**src/rtl/sdspi_pkg.sv**
```systemverilog
// Shared SD-over-SPI definitions: CRC7 polynomial, R1 bits, response codes, card FSM states.
package sdspi_pkg;

    localparam int unsigned CMD_W   = 6;
    localparam int unsigned ARG_W   = 32;
    localparam int unsigned CRC_W   = 7;
    localparam int unsigned BYTE_W  = 8;
    localparam int unsigned RSP_W   = 40;
    localparam int unsigned CNT_W   = 3;

    localparam logic [CRC_W-1:0] CRC7_POLY = 7'h09;

    // R1 bit positions
    localparam int unsigned R1_IDLE      = 0;
    localparam int unsigned R1_ERASE_RST = 1;
    localparam int unsigned R1_ILLEGAL   = 2;
    localparam int unsigned R1_CRC_ERR   = 3;
    localparam int unsigned R1_ERASE_SEQ = 4;
    localparam int unsigned R1_ADDRESS   = 5;
    localparam int unsigned R1_PARAM     = 6;

    localparam logic [BYTE_W-1:0] R1_CRC_ERR_BYTE = 8'(1 << R1_CRC_ERR);
    localparam logic [BYTE_W-1:0] FILL_BYTE       = 8'hff;
    localparam logic [BYTE_W-1:0] BUSY_BYTE       = 8'h00;

    // Response-type codes; bit 1 set means R1 followed by four payload bytes
    localparam logic [1:0] RSP_R1   = 2'b00;
    localparam logic [1:0] RSP_R1B  = 2'b01;
    localparam logic [1:0] RSP_R3R7 = 2'b10;

    typedef struct packed {
        logic [BYTE_W-1:0] r1;
        logic [ARG_W-1:0]  payload;
    } rsp_t;

    typedef enum logic [2:0] {
        ST_IDLE = 3'd0,
        ST_CMD  = 3'd1,
        ST_WAIT = 3'd2,
        ST_SEND = 3'd3,
        ST_BUSY = 3'd4
    } state_t;

endpackage

```
**src/rtl/spicard_cmd_if.sv**
```systemverilog
// Byte link, command and response handshake between the SPI card front end and its controller.
interface spicard_cmd_if;
    import sdspi_pkg::*;

    logic                i_cs_n;
    logic                i_ll_stb;
    logic [BYTE_W-1:0]   i_ll_byte;
    logic [BYTE_W-1:0]   o_ll_byte;
    logic                o_cmd_stb;
    logic [CMD_W-1:0]    o_cmd;
    logic [ARG_W-1:0]    o_cmd_data;
    logic                o_crc_err;
    logic                o_rsp_ready;
    logic                i_rsp_stb;
    logic [1:0]          i_rsp_type;
    logic [RSP_W-1:0]    i_rsp;
    logic                i_busy;

    modport slave (
        input  i_cs_n, i_ll_stb, i_ll_byte, i_rsp_stb, i_rsp_type, i_rsp, i_busy,
        output o_ll_byte, o_cmd_stb, o_cmd, o_cmd_data, o_crc_err, o_rsp_ready
    );

    modport master (
        output i_cs_n, i_ll_stb, i_ll_byte, i_rsp_stb, i_rsp_type, i_rsp, i_busy,
        input  o_ll_byte, o_cmd_stb, o_cmd, o_cmd_data, o_crc_err, o_rsp_ready
    );

endinterface

```
**src/rtl/spicrc7_byte.sv**
```systemverilog
// Combinational CRC7 (x^7+x^3+1) update over one byte, MSB first.
module spicrc7_byte
    import sdspi_pkg::*;
(
    input  logic [CRC_W-1:0]  crc,
    input  logic [BYTE_W-1:0] data,
    output logic [CRC_W-1:0]  crc_next
);

    logic [CRC_W-1:0] acc;

    // Eight serial shift steps unrolled
    always_comb begin
        acc = crc;
        for (int i = BYTE_W - 1; i >= 0; i--) begin
            if (acc[CRC_W-1] ^ data[i]) begin
                acc = {acc[CRC_W-2:0], 1'b0} ^ CRC7_POLY;
            end else begin
                acc = {acc[CRC_W-2:0], 1'b0};
            end
        end
        crc_next = acc;
    end

endmodule

```
**src/rtl/spicard_cmd.sv**
```systemverilog
// Card-side SD-over-SPI command parser and R1/R1b/R3/R7 responder on a byte-level link.
module spicard_cmd
    import sdspi_pkg::*;
#(
    parameter bit OPT_CRC_CHECK = 1'b1
) (
    input  logic          i_clk,
    input  logic          i_reset,
    spicard_cmd_if.slave  bus
);

    state_t              state, state_d;
    logic [CNT_W-1:0]    cnt, cnt_d;
    logic [CNT_W-1:0]    idx, idx_d;
    logic [CRC_W-1:0]    crc, crc_d, crc_in, crc_nx;
    logic [CMD_W-1:0]    cmd, cmd_d;
    logic [ARG_W-1:0]    arg, arg_d;
    logic [BYTE_W-1:0]   ll_byte, ll_byte_d;
    logic                cmd_stb, cmd_stb_d;
    logic                crc_err, crc_err_d;
    logic                rsp_ready, rsp_ready_d;
    logic [1:0]          rtype, rtype_d;
    logic [ARG_W-1:0]    pay, pay_d;
    logic                frame_ok;
    rsp_t                rsp_in;

    assign rsp_in = rsp_t'(bus.i_rsp);
    // A new frame restarts the CRC from zero
    assign crc_in = (state == ST_IDLE) ? '0 : crc;

    spicrc7_byte u_crc (
        .crc      (crc_in),
        .data     (bus.i_ll_byte),
        .crc_next (crc_nx)
    );

    assign frame_ok = !OPT_CRC_CHECK ||
                      ((bus.i_ll_byte[7:1] == crc) && bus.i_ll_byte[0]);

    // State and datapath registers
    always_ff @(posedge i_clk or posedge i_reset) begin
        if (i_reset) begin
            state     <= ST_IDLE;
            cnt       <= '0;
            idx       <= '0;
            crc       <= '0;
            cmd       <= '0;
            arg       <= '0;
            ll_byte   <= FILL_BYTE;
            cmd_stb   <= 1'b0;
            crc_err   <= 1'b0;
            rsp_ready <= 1'b0;
            rtype     <= RSP_R1;
            pay       <= '0;
        end else begin
            state     <= state_d;
            cnt       <= cnt_d;
            idx       <= idx_d;
            crc       <= crc_d;
            cmd       <= cmd_d;
            arg       <= arg_d;
            ll_byte   <= ll_byte_d;
            cmd_stb   <= cmd_stb_d;
            crc_err   <= crc_err_d;
            rsp_ready <= rsp_ready_d;
            rtype     <= rtype_d;
            pay       <= pay_d;
        end
    end

    // Next-state and next-output logic; only link strobes advance the frame and response
    always_comb begin
        state_d     = state;
        cnt_d       = cnt;
        idx_d       = idx;
        crc_d       = crc;
        cmd_d       = cmd;
        arg_d       = arg;
        ll_byte_d   = ll_byte;
        cmd_stb_d   = 1'b0;
        crc_err_d   = 1'b0;
        rsp_ready_d = rsp_ready;
        rtype_d     = rtype;
        pay_d       = pay;

        if (bus.i_cs_n) begin
            // Deselect aborts everything but keeps the last command visible
            state_d     = ST_IDLE;
            cnt_d       = '0;
            idx_d       = '0;
            crc_d       = '0;
            ll_byte_d   = FILL_BYTE;
            rsp_ready_d = 1'b0;
            rtype_d     = RSP_R1;
            pay_d       = '0;
        end else begin
            unique case (state)
                ST_IDLE: begin
                    ll_byte_d = FILL_BYTE;
                    if (bus.i_ll_stb && bus.i_ll_byte[7:6] == 2'b01) begin
                        cmd_d   = bus.i_ll_byte[5:0];
                        arg_d   = '0;
                        crc_d   = crc_nx;
                        cnt_d   = 3'd1;
                        state_d = ST_CMD;
                    end
                end
                ST_CMD: begin
                    if (bus.i_ll_stb) begin
                        if (cnt == 3'd5) begin
                            cnt_d = '0;
                            if (frame_ok) begin
                                cmd_stb_d   = 1'b1;
                                rsp_ready_d = 1'b1;
                                state_d     = ST_WAIT;
                            end else begin
                                crc_err_d = 1'b1;
                                ll_byte_d = R1_CRC_ERR_BYTE;
                                rtype_d   = RSP_R1;
                                idx_d     = '0;
                                state_d   = ST_SEND;
                            end
                        end else begin
                            arg_d = {arg[ARG_W-9:0], bus.i_ll_byte};
                            crc_d = crc_nx;
                            cnt_d = CNT_W'(cnt + 3'd1);
                        end
                    end
                end
                ST_WAIT: begin
                    ll_byte_d = FILL_BYTE;
                    if (bus.i_rsp_stb) begin
                        rtype_d     = bus.i_rsp_type;
                        pay_d       = rsp_in.payload;
                        ll_byte_d   = rsp_in.r1;
                        rsp_ready_d = 1'b0;
                        idx_d       = '0;
                        state_d     = ST_SEND;
                    end
                end
                ST_SEND: begin
                    if (bus.i_ll_stb) begin
                        if (rtype[1]) begin
                            if (idx == 3'd4) begin
                                ll_byte_d = FILL_BYTE;
                                state_d   = ST_IDLE;
                            end else begin
                                ll_byte_d = pay[ARG_W-1 -: BYTE_W];
                                pay_d     = {pay[ARG_W-9:0], 8'h00};
                                idx_d     = CNT_W'(idx + 3'd1);
                            end
                        end else if (rtype == RSP_R1B) begin
                            ll_byte_d = bus.i_busy ? BUSY_BYTE : FILL_BYTE;
                            state_d   = ST_BUSY;
                        end else begin
                            ll_byte_d = FILL_BYTE;
                            state_d   = ST_IDLE;
                        end
                    end
                end
                ST_BUSY: begin
                    ll_byte_d = bus.i_busy ? BUSY_BYTE : FILL_BYTE;
                    if (bus.i_ll_stb && ll_byte == FILL_BYTE) begin
                        ll_byte_d = FILL_BYTE;
                        state_d   = ST_IDLE;
                    end
                end
                default: begin
                    ll_byte_d = FILL_BYTE;
                    state_d   = ST_IDLE;
                end
            endcase
        end
    end

    assign bus.o_ll_byte   = ll_byte;
    assign bus.o_cmd_stb   = cmd_stb;
    assign bus.o_cmd       = cmd;
    assign bus.o_cmd_data  = arg;
    assign bus.o_crc_err   = crc_err;
    assign bus.o_rsp_ready = rsp_ready;

endmodule

```
**src/flat_wrapper.sv**
```systemverilog
// flat-port wrapper written by rule: the top's interface ports become plain ports
module spicard_cmd_flat import sdspi_pkg::*;
#(
    parameter bit OPT_CRC_CHECK = 1'b1
)
  (i_clk, i_reset, bus_i_cs_n, bus_i_ll_stb, bus_i_ll_byte, bus_i_rsp_stb, bus_i_rsp_type, bus_i_rsp, bus_i_busy, bus_o_ll_byte, bus_o_cmd_stb, bus_o_cmd, bus_o_cmd_data, bus_o_crc_err, bus_o_rsp_ready);
  spicard_cmd_if bus_i ();
  input  logic i_clk;
  input  logic i_reset;
  input wire logic [$bits(bus_i.i_cs_n)-1:0] bus_i_cs_n;
  input wire logic [$bits(bus_i.i_ll_stb)-1:0] bus_i_ll_stb;
  input wire logic [$bits(bus_i.i_ll_byte)-1:0] bus_i_ll_byte;
  input wire logic [$bits(bus_i.i_rsp_stb)-1:0] bus_i_rsp_stb;
  input wire logic [$bits(bus_i.i_rsp_type)-1:0] bus_i_rsp_type;
  input wire logic [$bits(bus_i.i_rsp)-1:0] bus_i_rsp;
  input wire logic [$bits(bus_i.i_busy)-1:0] bus_i_busy;
  output wire logic [$bits(bus_i.o_ll_byte)-1:0] bus_o_ll_byte;
  output wire logic [$bits(bus_i.o_cmd_stb)-1:0] bus_o_cmd_stb;
  output wire logic [$bits(bus_i.o_cmd)-1:0] bus_o_cmd;
  output wire logic [$bits(bus_i.o_cmd_data)-1:0] bus_o_cmd_data;
  output wire logic [$bits(bus_i.o_crc_err)-1:0] bus_o_crc_err;
  output wire logic [$bits(bus_i.o_rsp_ready)-1:0] bus_o_rsp_ready;
  assign bus_i.i_cs_n = bus_i_cs_n;
  assign bus_i.i_ll_stb = bus_i_ll_stb;
  assign bus_i.i_ll_byte = bus_i_ll_byte;
  assign bus_i.i_rsp_stb = bus_i_rsp_stb;
  assign bus_i.i_rsp_type = bus_i_rsp_type;
  assign bus_i.i_rsp = bus_i_rsp;
  assign bus_i.i_busy = bus_i_busy;
  assign bus_o_ll_byte = bus_i.o_ll_byte;
  assign bus_o_cmd_stb = bus_i.o_cmd_stb;
  assign bus_o_cmd = bus_i.o_cmd;
  assign bus_o_cmd_data = bus_i.o_cmd_data;
  assign bus_o_crc_err = bus_i.o_crc_err;
  assign bus_o_rsp_ready = bus_i.o_rsp_ready;
  spicard_cmd #(.OPT_CRC_CHECK(OPT_CRC_CHECK)) u_core (.i_clk(i_clk), .i_reset(i_reset), .bus(bus_i));
endmodule
```
**config.mk**
```make
export PLATFORM = sky130hd
export DESIGN_NAME = spicard_cmd_flat
export DESIGN_NICKNAME = d
export VERILOG_FILES = /design/src/rtl/sdspi_pkg.sv /design/src/rtl/spicard_cmd_if.sv /design/src/rtl/spicrc7_byte.sv /design/src/rtl/spicard_cmd.sv /design/src/flat_wrapper.sv
export SDC_FILE = /design/constraint.sdc
export NUM_CORES = 1
export LEC_CHECK = 0
export ABC_AREA = 1
export ABC_CLOCK_PERIOD_IN_PS = 7000
export CORE_MARGIN = 4
export CORE_UTILIZATION = 45
export DETAILED_ROUTE_END_ITERATION = 8
export MAX_ROUTING_LAYER = met4
export PLACE_DENSITY = 0.72
export SLEW_MARGIN = 20
export SYNTH_ARGS = -nofsm -noshare
export SYNTH_HDL_FRONTEND = slang
export SYNTH_SLANG_ARGS = --single-unit
```
**constraint.sdc**
```tcl
create_clock -name i_clk -period 7 [get_ports i_clk]
set_clock_uncertainty 0.05 [all_clocks]
set_input_delay 1.4 -clock i_clk [delete_from_list [all_inputs] [get_ports i_clk]]
set_output_delay 1.4 -clock i_clk [all_outputs]
set_load 0.01 [all_outputs]
```
Word level (Yosys, flattened, before mapping)

Cells that the tools add are included.

Register bits after elaboration: 99
Input bits: 56
Output and inout port bits: 49
Word-level logic and storage cells: 158

Add/subtract/negate cells: 2
Equal/unequal tests: 25
Muxes and demuxes: 83
Bitwise logic cells: 17
Reductions and logical operators: 19

Operators by type and width:

| cell                                                             | number |
|---|---|
| 32-bit two-way mux                                               | 8 |
| 32-bit case mux with 2 select lines                              | 2 |
| 8-bit two-way mux                                                | 11 |
| 3-bit two-way mux                                                | 21 |
| 7-bit two-way mux                                                | 5 |
| 4-bit two-way mux                                                | 8 |
| 8-bit case mux with 4 select lines                               | 1 |
| 3-bit != test (second input constant)                            | 7 |
| 5-bit AND reduction                                              | 4 |
| 1-bit two-way mux                                                | 16 |
| 2-bit NOT                                                        | 8 |
| 3-bit case mux with 5 select lines                               | 1 |
| 7-bit case mux with 2 select lines                               | 1 |
| 3-bit by 2-bit != test with 1-bit output (second input constant) | 4 |
| 2-bit two-way mux                                                | 5 |
| 3-bit equality test (second input constant)                      | 3 |
| 3-bit case mux with 3 select lines                               | 1 |
| 3-bit nonzero test                                               | 3 |
| 8-bit equality test (second input constant)                      | 1 |
| 4-bit AND reduction                                              | 2 |
| 8-bit AND reduction                                              | 1 |
| 1-bit bitwise XOR                                                | 8 |
| 7-bit equality test                                              | 1 |
| 7-bit AND reduction                                              | 1 |
| other kinds (15)                                                 | 23 |

Depth between registers and ports, before layout

Gate-level depths: netlist of run 1.

Word-level depth: 22
Gate-level depth with buffers: 12
Gate-level depth less buffers: 12

Cells and area by module

A second synthesis of run 1 with hierarchy kept.

Cells, all modules: 727
Area, all modules: 5,265.0 µm²

By module, submodules not included:

| module       | times used | cells each | area an instance (µm²) | seq. area each (µm²) |
|---|---|---|---|---|
| spicard_cmd  | 1          | 652        | 4,939.7                | 2,487.4 |
| spicrc7_byte | 1          | 75         | 325.3                  | 0.0 |

Worst setup path after synthesis of run 1

OpenSTA, ideal clock, no wires.

Path kind: input -> register
Start point: input bus_i_cs_n
End point: register u_core.pay[15]
Library setup time: 82 ps
Data arrival time: 2,522 ps
Required time: 6,868 ps
Path slack: 4,346 ps
Cell stages on the path: 8
Buffers on the path: 3
Cells stage by stage: buf_2 > inv_1 > buf_2 > nand2_1 > inv_1 > clkbuf_1 > nand2_1 > a31oi_1

Cells in the longest elaborated chain, start to end: 2
Elaborated cells between the ends (all ways): 7
Classes of those cells: 4 x eq/ne; 1 x mux; 2 x reduce/logical

Ends and longest elaborated chain:

| what                                                                                    | RTL line           | text |
|---|---|---|
| start, declared                                                                         | flat_wrapper.sv:10 | `input wire logic [$bits(bus_i.i_cs_n)-1:0] bus_i_cs_n;` |
| 3-bit by 2-bit != test with 1-bit output (no source line), or another cell as far along | -                  |  |
| 5-bit AND reduction (no source line)                                                    | -                  |  |
| end signal, assigned                                                                    | spicard_cmd.sv:67  | `pay <= pay_d;` |
| end, declared                                                                           | spicard_cmd.sv:23  | `logic [ARG_W-1:0] pay, pay_d;` |

Parallel ways exist; a longest one is shown, timed or not.
A chain may end at the register's enable or synchronous reset.

Final worst setup path of run 1

Start point: input bus_i_cs_n
End point: register u_core.crc[1]

Cells in the longest elaborated chain, start to end: 2
Elaborated cells between the ends (all ways): 6
Classes of those cells: 3 x eq/ne; 1 x mux; 2 x reduce/logical

Ends and longest elaborated chain:

| what                                                                        | RTL line          | text |
|---|---|---|
| 3-bit != test (no source line) / 3-bit nonzero test (equally long branches) | -                 |  |
| 4-bit AND reduction (no source line)                                        | -                 |  |
| end signal, assigned                                                        | spicard_cmd.sv:59 | `crc <= crc_d;` |
| end, declared                                                               | spicard_cmd.sv:15 | `logic [CRC_W-1:0] crc, crc_d, crc_in, crc_nx;` |

Parallel ways exist; a longest one is shown, timed or not.

==> flow_metrics.py, run 1 <==
metrics = {
    "clocking": {
        "post_cts_buffers": 0,
        "clkTransAtPathRegs_ps": 100,
        "cts_buffers": 9,
        "cts.path.max_buffers": 2,
        "cts_resized": 0,
        "h-tree-depth": 3,
        "cts.sinks": 99,
        "cts_tree": "built",
        "insertion_delay_ps": 370,
        "ctsHoldBuffers": 0,
        "root_buffer": "clkbuf_8",
    },
    "die": {
        "die_h_microns": 113,
        "core_region_area_sq_um": 10800,
        "die_w_microns": 113,
        "num_rows": 38,
        "dieArea_sq_um": 12800,
        "ios": 105,
        "start_util_pct": 45.8,
    },
    "detailed_routing": {
        "post_drt_wl_per_cell_microns": 13.8,
        "firstDrtPassIters": 5,
        "antenna_left": 0,
        "avgViaCountPerCell": 5.14,
        "drt_iter0_drc": 406,
        "drcViolationCount": 0,
        "vias": 4579,
        "wl_microns": 12300,
    },
    "synthesis": {
        "synth_top_family_by_area": "simple AND/OR/NAND/NOR gates",
        "synth_cell_types": 31,
        "yosys_warnings": 0,
        "seq_area_frac_synth_pct": 50.1,
        "synth_adder_area_share_pct": 0.504,
        "syn_area_sq_um": 4970,
        "synth-edff-count": 0,
        "synthMuxAreaShare_pct": 0,
        "ys_seq_elements": 99,
        "synthSimpleGateAreaFrac_pct": 32.8,
        "async_reset_ff_share_pct": 100,
        "yosys.area.top_type_share_pct": 45.9,
        "synth_top_area_cell": "dfrtp_1",
        "avgSynthCellArea_sq_um": 7.63,
        "synthXorXnorAreaFrac_pct": 0.353,
        "syn_inst": 651,
        "ys.flop_type": "dfrtp_1",
        "synth-compound-area-share_pct": 9.15,
        "synth_area_leaders": "dfrtp_1 (46%), nand2_1 (19%), nand3_1 (7.6%), o21ai_0 (5.4%), dfstp_2 (4.2%)",
        "syn-num-nets": 709,
    },
    "final_layout": {
        "fillers": 1027,
        "multi_input_area_sq_um": 2130,
        "final_area_sq_um": 6290,
        "drive_above_1_share_pct": 5.73,
        "n_antenna_cell": 0,
        "final_cells": 890,
        "nets": 803,
        "layout_commonest_cell": "nand2_1",
        "final_util_pct": 58.0,
        "layout_common_cells": "nand2_1 (252), clkdlybuf4s50_1 (104), dfrtp_1 (91), nand3_1 (75), o21ai_0 (54)",
        "area_growth_pct": 26.6,
        "seq_area_sq_um": 2490,
    },
    "power": {
        "vdd_drop_max_uv": 142,
        "seqPwrFrac_pct": 39.4,
        "pwr-share-clk_pct": 16.8,
        "powerDensity_nw_per_um2": 368,
        "swShare_pct": 41.8,
        "p_comb_share_pct": 43.8,
        "p_sw_mw": 0.967,
        "p_int_mw": 1.35,
        "p_leak_nw": 3.06,
    },
    "timing": {
        "slew_headroom_pct": 37.4,
        "worst_slew_pin_slew_ps": 938,
        "fmax_mhz": 284,
        "finalHoldViolations": 0,
        "setup_tns_ps": 0,
        "period_minus_slack_ps": 3520,
        "finalCritPeriodShare_pct": 50.3,
        "slew_viol_final": 0,
        "rsz0062_at_grt": "no",
        "setup_viol": 0,
        "fin_ws_ps": 3480,
    },
    "setup_path": {
        "path_cells": "clkdlybuf4s50_1 > inv_1 > nand2_2 > nand2_4 > nor2_8 > inv_4 > o21ai_0",
        "crit_arrival_ps": 3750,
        "critPathSlowestCell": "clkdlybuf4s50_1",
        "required_ps": 7230,
        "criticalPathCategory": "in -> reg",
        "crit_fanout": 37,
        "worst_path_largest_cell_delay_ps": 740,
        "worstSetupStartpointType": "primary input",
        "cp-end-kind": "flop",
    },
    "global_route": {
        "grt_antenna_before_repair": 0,
        "grt_pass1_wl_microns": 20600,
        "grt.overflow.total": 0,
        "grt_use_total_pct": 20.1,
        "grt_max_degree": 64,
        "grt_pass1_vias": 4371,
    },
    "place": {
        "gp_congestion": 0.908,
        "portBuffers": 104,
        "dpl_worst_slack_ps": 2820,
        "hpwl_microns": 8950,
        "dpl_cell_area_sq_um": 6060,
        "dp.cells": 873,
    },
    "run_status": {
        "outcome": "finished, final reports clean",
    },
    "min_path": {
        "hp-class": "reg -> reg",
    },
    "job": {
        "drv_cap": 0,
    },
}
layout make-up:
class | count | area share [%]
clock buffers | 9 | 1.97
clock inverters | 7 | 1.33
inverters | 58 | 3.54
multi-input cells | 471 | 33.8
flip-flops and latches | 99 | 39.6
well taps | 140 | 2.79
repair buffers | 106 | 17.0
critical path, delay by kind of cell:
kind                   cells  cell delay, ps
buffers and inverters      3            1310
AO/OA/AOI/OAI              1             230
AND/OR/NAND/NOR            3             770
synth_stat cells (2+ instances only):
master,count
nand2_1,252
dfrtp_1,91
nand3_1,75
o21ai_0,54
inv_1,53
nor2_1,33
a31oi_1,19
nand4_1,10
buf_2,9
clkbuf_1,8
dfstp_2,8
a21oi_1,7
inv_2,4
buf_4,3
buf_6,3
nor2_4,3
ha_1,2
nand2_4,2
nor3_1,2
xor2_1,2
worst paths after layout:
kind	to	slack (ps)	depth (start not counted)	startpoint
min reg2reg	u_core.bus.o_ll_byte[1]$_DFFE_PP1P_	430	2	u_core.bus.o_ll_byte[1]$_DFFE_PP1P_
max in group asynchronous	u_core.pay[24]$_DFFE_PP0P_	4390	3	i_reset
min in group asynchronous	u_core.bus.o_cmd_data[22]$_DFFE_PP0P_	1350	2	i_reset
max reg2reg	u_core.crc[1]$_DFFE_PP0P_	4390	10	u_core.state[2]$_DFFE_PP0P_
min	u_core.bus.o_ll_byte[1]$_DFFE_PP1P_	430	2	u_core.bus.o_ll_byte[1]$_DFFE_PP1P_
max	u_core.crc[1]$_DFFE_PP0P_	3480	7	bus_i_cs_n
sequential cells by signal (all words and copies together) (netlist names):
signal and count:
u_core.bus.o_crc_err 1, u_core.bus.o_ll_byte 8, u_core.rtype 2, u_core.crc 7, u_core.bus.o_cmd_data 32, u_core.state 3
u_core.idx 3, u_core.bus.o_rsp_ready 1, u_core.cnt 3, u_core.bus.o_cmd 6, u_core.pay 32, u_core.bus.o_cmd_stb 1
routing by layer:
layer | wire length (microns) | vias up | track usage (%) | share of wire (%)
met5 | 0 | - | - | 0
met4 | 121 | 0 | 4.49 | 0.99
met3 | 569 | 13 | 3.53 | 4.6
met2 | 5840 | 128 | 31.8 | 48
met1 | 5740 | 2150 | 27.5 | 47
li1 | - | 2288 | - | -
power groups by stage:
stage	logic [mW]	clock network (mW)	registers, mW
finish	1.01	0.390	0.911
global route	1.15	0.426	0.935
CTS	1.01	0.399	0.910
detailed placement	1.01	0	0.922
global placement	0.981	0	0.915
floorplan	0.642	0	0.930
cell families (layout without fill, tap and decap cells):
logic type | after synthesis | after routing
AOI/OAI and AO/OA | 84 | 84
DFF | 99 | 99
and+or+nand+nor | 383 | 383
adders and majority gates | 2 | 2
xor gates and xnor gates | 2 | 2
buffers and inverters | 81 | 180
metrics by stage:
step	hold slack (ps)	power, mW
final	434	2.31
after global routing	453	2.51
after CTS	434	2.32
after detailed placement	416	1.93
after global placement	411	1.90
after floorplan	403	1.57
Power figures use the tool's default switching activity.
==> inputs of run 2 (changes only) <==
--- a/config.mk
+++ b/config.mk
@@ -6,12 +6,12 @@
 export NUM_CORES = 1
 export LEC_CHECK = 0
 export ABC_AREA = 1
-export ABC_CLOCK_PERIOD_IN_PS = 7000
+export ABC_CLOCK_PERIOD_IN_PS = 2890
 export CORE_MARGIN = 4
 export CORE_UTILIZATION = 45
 export DETAILED_ROUTE_END_ITERATION = 8
 export MAX_ROUTING_LAYER = met4
-export PLACE_DENSITY = 0.72
+export PLACE_DENSITY = 0.75
 export SLEW_MARGIN = 20
 export SYNTH_ARGS = -nofsm -noshare
 export SYNTH_HDL_FRONTEND = slang
==> constraint.sdc (replaced) <==
create_clock -name i_clk -period 2.89 [get_ports i_clk]
set_clock_uncertainty 0.05 [all_clocks]
set_input_delay 0.578 -clock i_clk [delete_from_list [all_inputs] [get_ports i_clk]]
set_output_delay 0.578 -clock i_clk [all_outputs]
set_load 0.01 [all_outputs]
==> flow_metrics.py, run 2 (same netlist as run 1, synthesis figures left out) <==
metrics = {
    "run_status": {
        "outcome": "finished, final reports clean",
    },
    "die": {
        "ios": 105,
        "die_h_microns": 113,
        "core_region_area_sq_um": 10800,
        "num_rows": 38,
        "die_w_microns": 113,
        "start_util_pct": 45.8,
        "dieArea_sq_um": 12800,
    },
    "timing": {
        "fin_ws_ps": 459,
        "finalCritPeriodShare_pct": 84.1,
        "slew_headroom_pct": 46.4,
        "whs_ps": 431,
        "finalHoldViolations": 0,
        "rsz0062_at_grt": "no",
        "slew_viol_final": 0,
        "fmax_mhz": 411,
        "setup_tns_ps": 0,
        "setup_viol": 0,
        "worst_slew_pin_slew_ps": 802,
        "period_minus_slack_ps": 2430,
    },
    "power": {
        "total_power_mw": 5.76,
        "p_leak_nw": 3.14,
        "p_int_mw": 3.40,
        "pwr-share-clk_pct": 18.0,
        "seqPwrFrac_pct": 38.4,
        "p_sw_mw": 2.35,
        "powerDensity_nw_per_um2": 894,
        "vdd_drop_max_uv": 393,
        "p_comb_share_pct": 43.6,
        "swShare_pct": 40.9,
    },
    "detailed_routing": {
        "antenna_left": 0,
        "avgViaCountPerCell": 5.15,
        "firstDrtPassIters": 6,
        "drcViolationCount": 0,
        "wl_microns": 12700,
        "vias": 4642,
        "drt_iter0_drc": 423,
        "post_drt_wl_per_cell_microns": 14.1,
    },
    "min_path": {
        "hp-class": "reg -> reg",
    },
    "final_layout": {
        "layout_commonest_cell": "nand2_1",
        "drive_above_1_share_pct": 7.10,
        "fillers": 985,
        "final_util_pct": 59.4,
        "layout_common_cells": "nand2_1 (252), clkdlybuf4s50_1 (104), dfrtp_1 (91), nand3_1 (75), o21ai_0 (54)",
        "nets": 814,
        "area_growth_pct": 29.7,
        "final_cells": 901,
        "n_antenna_cell": 0,
        "final_area_sq_um": 6440,
    },
    "clocking": {
        "clkTransAtPathRegs_ps": 100,
        "insertion_delay_ps": 370,
        "cts.sinks": 99,
        "cts_buffers": 9,
        "cts_resized": 0,
        "post_cts_buffers": 0,
        "ctsHoldBuffers": 0,
        "root_buffer": "clkbuf_8",
        "h-tree-depth": 3,
        "cts.path.max_buffers": 2,
        "cts_tree": "built",
    },
    "setup_path": {
        "criticalPathCategory": "in -> reg",
        "crit_arrival_ps": 2680,
        "required_ps": 3140,
        "cp-end-kind": "flop",
        "crit_fanout": 9,
        "worstSetupStartpointType": "primary input",
    },
    "global_route": {
        "grt_use_met2_pct": 33.8,
        "grt.overflow.total": 0,
        "grt_pass1_wl_microns": 21200,
        "grt_max_degree": 64,
        "grt-busiest-layer": "met2",
        "grtUsageMet1_pct": 26.9,
        "grtUsageMet3_pct": 3.80,
        "grt_use_total_pct": 20.9,
        "grt_antenna_before_repair": 0,
        "grt_pass1_vias": 4484,
    },
    "place": {
        "portBuffers": 104,
        "hpwl_microns": 9490,
        "dp.cells": 884,
        "dpl_cell_area_sq_um": 6180,
        "dpl_worst_slack_ps": 45.2,
        "gp_congestion": 0.923,
    },
    "job": {
        "drv_cap": 0,
    },
}
## run 2: changes by cell type in the layout (fill, tap and decap cells not counted), sizes merged
cell and change:
bufinv +1, buf +11, clkinv +1, clkinvlp -1
inv -1
## run 2: final cells by class
class | instances | area (sq um) | area share (%)
sequential | 99 | 2490 | 38.6
multi-input combinational | 471 | 2130 | 33.0
tap | 140 | 175 | 2.72
inverter | 58 | 224 | 3.48
clock buffer | 9 | 124 | 1.92
clock inverter | 7 | 108 | 1.67
timing repair buffer | 117 | 1200 | 18.6
## run 2: power by group through the flow
stage / Clock [mW] / Sequential (mW) / Combinational [mW]
after floorplan: 0 / 2.25 / 1.56
after global placement: 0 / 2.22 / 2.42
after detailed placement: 0 / 2.24 / 2.48
after CTS: 1.05 / 2.21 / 2.49
after global routing: 1.12 / 2.27 / 2.83
final: 1.04 / 2.21 / 2.51
## run 2: routing by layer
layer	routed length, microns	up-vias	share of wire (%)
met5	0	-	0
met4	198	0	1.6
li1	-	2313	-
met1	5780	2169	46
met3	601	18	4.7
met2	6090	142	48
## run 2: worst paths after layout
kind	start	slack, ps	cells after the start	end
setup / recovery	bus_i_ll_byte[4]	460	9	u_core.bus.o_ll_byte[4]$_DFFE_PP1P_
hold / removal	u_core.bus.o_ll_byte[5]$_DFFE_PP1P_	430	2	u_core.bus.o_ll_byte[5]$_DFFE_PP1P_
setup reg to reg	u_core.idx[0]$_DFFE_PP0P_	680	8	u_core.pay[21]$_DFFE_PP0P_
hold reg to reg	u_core.bus.o_ll_byte[5]$_DFFE_PP1P_	430	2	u_core.bus.o_ll_byte[5]$_DFFE_PP1P_
max in group asynchronous	i_reset	1530	3	u_core.bus.o_cmd[1]$_DFFE_PP0P_
min in group asynchronous	i_reset	640	2	u_core.pay[5]$_DFFE_PP0P_
## run 2: worst max-delay path: stages
cell,delay (ps)
clkdlybuf4s50_1,570
inv_1,100
nand2_1,80
nand2_1,60
nor3_1,410
nand3_1,240
nand2_1,310
inv_2,130
o21ai_0,190
==> inputs of run 3 (changes only) <==
--- a/config.mk
+++ b/config.mk
@@ -6,12 +6,12 @@
 export NUM_CORES = 1
 export LEC_CHECK = 0
 export ABC_AREA = 1
-export ABC_CLOCK_PERIOD_IN_PS = 2890
+export ABC_CLOCK_PERIOD_IN_PS = 2290
 export CORE_MARGIN = 4
 export CORE_UTILIZATION = 45
 export DETAILED_ROUTE_END_ITERATION = 8
 export MAX_ROUTING_LAYER = met4
-export PLACE_DENSITY = 0.75
+export PLACE_DENSITY = 0.72
 export SLEW_MARGIN = 20
 export SYNTH_ARGS = -nofsm -noshare
 export SYNTH_HDL_FRONTEND = slang
==> constraint.sdc (replaced) <==
create_clock -name i_clk -period 2.29 [get_ports i_clk]
set_clock_uncertainty 0.05 [all_clocks]
set_input_delay 0.458 -clock i_clk [delete_from_list [all_inputs] [get_ports i_clk]]
set_output_delay 0.458 -clock i_clk [all_outputs]
set_load 0.01 [all_outputs]
==> flow_metrics.py, run 3 (same netlist as run 1, synthesis figures left out) <==
metrics = {
    "final_layout": {
        "nets": 823,
        "layout_common_cells": "nand2_1 (252), clkdlybuf4s50_1 (104), dfrtp_1 (91), nand3_1 (75), o21ai_0 (54)",
        "fillers": 990,
        "final_cells": 909,
        "drive_above_1_share_pct": 7.93,
        "n_antenna_cell": 0,
        "layout_commonest_cell": "nand2_1",
        "area_growth_pct": 30.8,
    },
    "clocking": {
        "h-tree-depth": 3,
        "insertion_delay_ps": 380,
        "cts_buffers": 9,
        "post_cts_buffers": 0,
        "cts_tree": "built",
        "cts.sinks": 99,
        "cts.path.max_buffers": 2,
        "cts_resized": 0,
        "root_buffer": "clkbuf_8",
        "ctsHoldBuffers": 0,
        "clkTransAtPathRegs_ps": 100,
    },
    "place": {
        "dpl_worst_slack_ps": -109,
        "dp.cells": 894,
        "portBuffers": 104,
        "hpwl_microns": 9420,
        "gp_congestion": 0.959,
    },
    "detailed_routing": {
        "avgViaCountPerCell": 5.20,
        "drcViolationCount": 0,
        "met2_length_microns": 6280,
        "firstDrtPassIters": 8,
        "post_drt_wl_per_cell_microns": 14.1,
        "drt_iter0_drc": 363,
        "m1WireLength_microns": 5490,
        "antenna_left": 0,
        "routed-wl-met3_microns": 799,
        "top_layer": "met4",
        "wl_microns": 12800,
        "vias": 4727,
    },
    "global_route": {
        "grt_max_degree": 100,
        "grt_antenna_before_repair": 0,
        "grt_use_total_pct": 21.6,
        "grt_pass1_wl_microns": 21600,
        "grt_pass1_vias": 4564,
        "grt.overflow.total": 0,
    },
    "setup_path": {
        "worst_path_largest_cell_delay_ps": 610,
        "critPathMostFrequentCell": "nand2_1",
        "path_cells": "clkdlybuf4s50_1 > inv_1 > nand2_1 > nand2_1 > inv_1 > nand3_1 > nor2_1 > nand3_1 > nand2_1 > buf_4 > nand2_1 > nand2_1",
        "criticalPathCategory": "in -> reg",
        "cp_num_buf_inv": 4,
        "worstSetupStartpointType": "primary input",
        "required_ps": 2560,
        "crit_arrival_ps": 2340,
        "cp-end-kind": "flop",
        "crit_fanout": 5,
        "crit_family": "simple AND/OR/NAND/NOR gates",
        "critPathSlowestCell": "clkdlybuf4s50_1",
    },
    "die": {
        "start_util_pct": 45.8,
        "num_rows": 38,
        "dieArea_sq_um": 12800,
        "die_w_microns": 113,
        "die_h_microns": 113,
        "ios": 105,
        "core_region_area_sq_um": 10800,
    },
    "timing": {
        "setup_tns_ps": 0,
        "worst_slew_pin_slew_ps": 531,
        "period_minus_slack_ps": 2060,
        "finalCritPeriodShare_pct": 90.1,
        "slew_viol_final": 0,
        "slew_headroom_pct": 64.6,
        "rsz0062_at_grt": "no",
        "whs_ps": 432,
        "setup_viol": 0,
        "finalHoldViolations": 0,
        "fin_ws_ps": 226,
        "fmax_mhz": 485,
    },
    "power": {
        "p_leak_nw": 3.17,
        "powerDensity_nw_per_um2": 1120,
        "vdd_drop_max_uv": 474,
        "total_power_mw": 7.30,
    },
    "min_path": {
        "hp-class": "reg -> reg",
    },
    "job": {
        "drv_cap": 0,
    },
    "run_status": {
        "outcome": "finished, final reports clean",
    },
}
==> run 3: power by group <==
part           internal, mW  switching, mW
registers              2.38          0.418
clock network         0.618          0.633
logic                  1.34           1.91
total                  4.34           2.96
==> run 3: worst register-to-register path: stages, from the launching register on <==
cell and delay (ps):
dfrtp_1 460, nor2_4 230, nand2_1 270, nand2_1 190, nand2_1 130, nand2_1 90, nand3_1 60, nand2_1 120
nand2_1 60, nand3_1 100, nand2_1 50
==> run 3: layout make-up <==
type | count | area (sq um) | area share [%]
Tap cell | 140 | 175 | 2.70
Multi-Input combinational cell | 471 | 2130 | 32.7
Clock inverter | 5 | 85.1 | 1.31
Clock buffer | 10 | 128 | 1.96
Timing Repair Buffer | 126 | 1270 | 19.5
Inverter | 58 | 224 | 3.45
Sequential cell | 99 | 2490 | 38.3
==> run 3: metal layers <==
| metal | global-route usage [%] | up-vias |
|---|---|---|
| li1 | - | 2328 |
| met1 | 27.1 | 2224 |
| met2 | 34.6 | 152 |
| met3 | 4.01 | 23 |
| met4 | 8.65 | 0 |
| met5 | - | - |
==> run 3: final timing paths <==
kind,start,end,slack (ps),depth (start not counted)
setup / recovery,bus_i_ll_byte[6],u_core.bus.o_ll_byte[2]$_DFFE_PP1P_,230,12
hold / removal,u_core.bus.o_ll_byte[6]$_DFFE_PP1P_,u_core.bus.o_ll_byte[6]$_DFFE_PP1P_,430,2
setup reg to reg,u_core.state[1]$_DFFE_PP0P_,u_core.crc[3]$_DFFE_PP0P_,370,10
hold reg to reg,u_core.bus.o_ll_byte[6]$_DFFE_PP1P_,u_core.bus.o_ll_byte[6]$_DFFE_PP1P_,430,2
max in group asynchronous,i_reset,u_core.bus.o_ll_byte[2]$_DFFE_PP1P_,1260,3
min in group asynchronous,i_reset,u_core.pay[12]$_DFFE_PP0P_,520,3
==> run 3: through the flow <==
stage,cell area (sq um),util [%]
floorplan,4970,-
global placement,6280,58.0
detailed placement,6280,58.0
CTS,6490,59.9
global route,6490,59.9
finish,6490,59.9
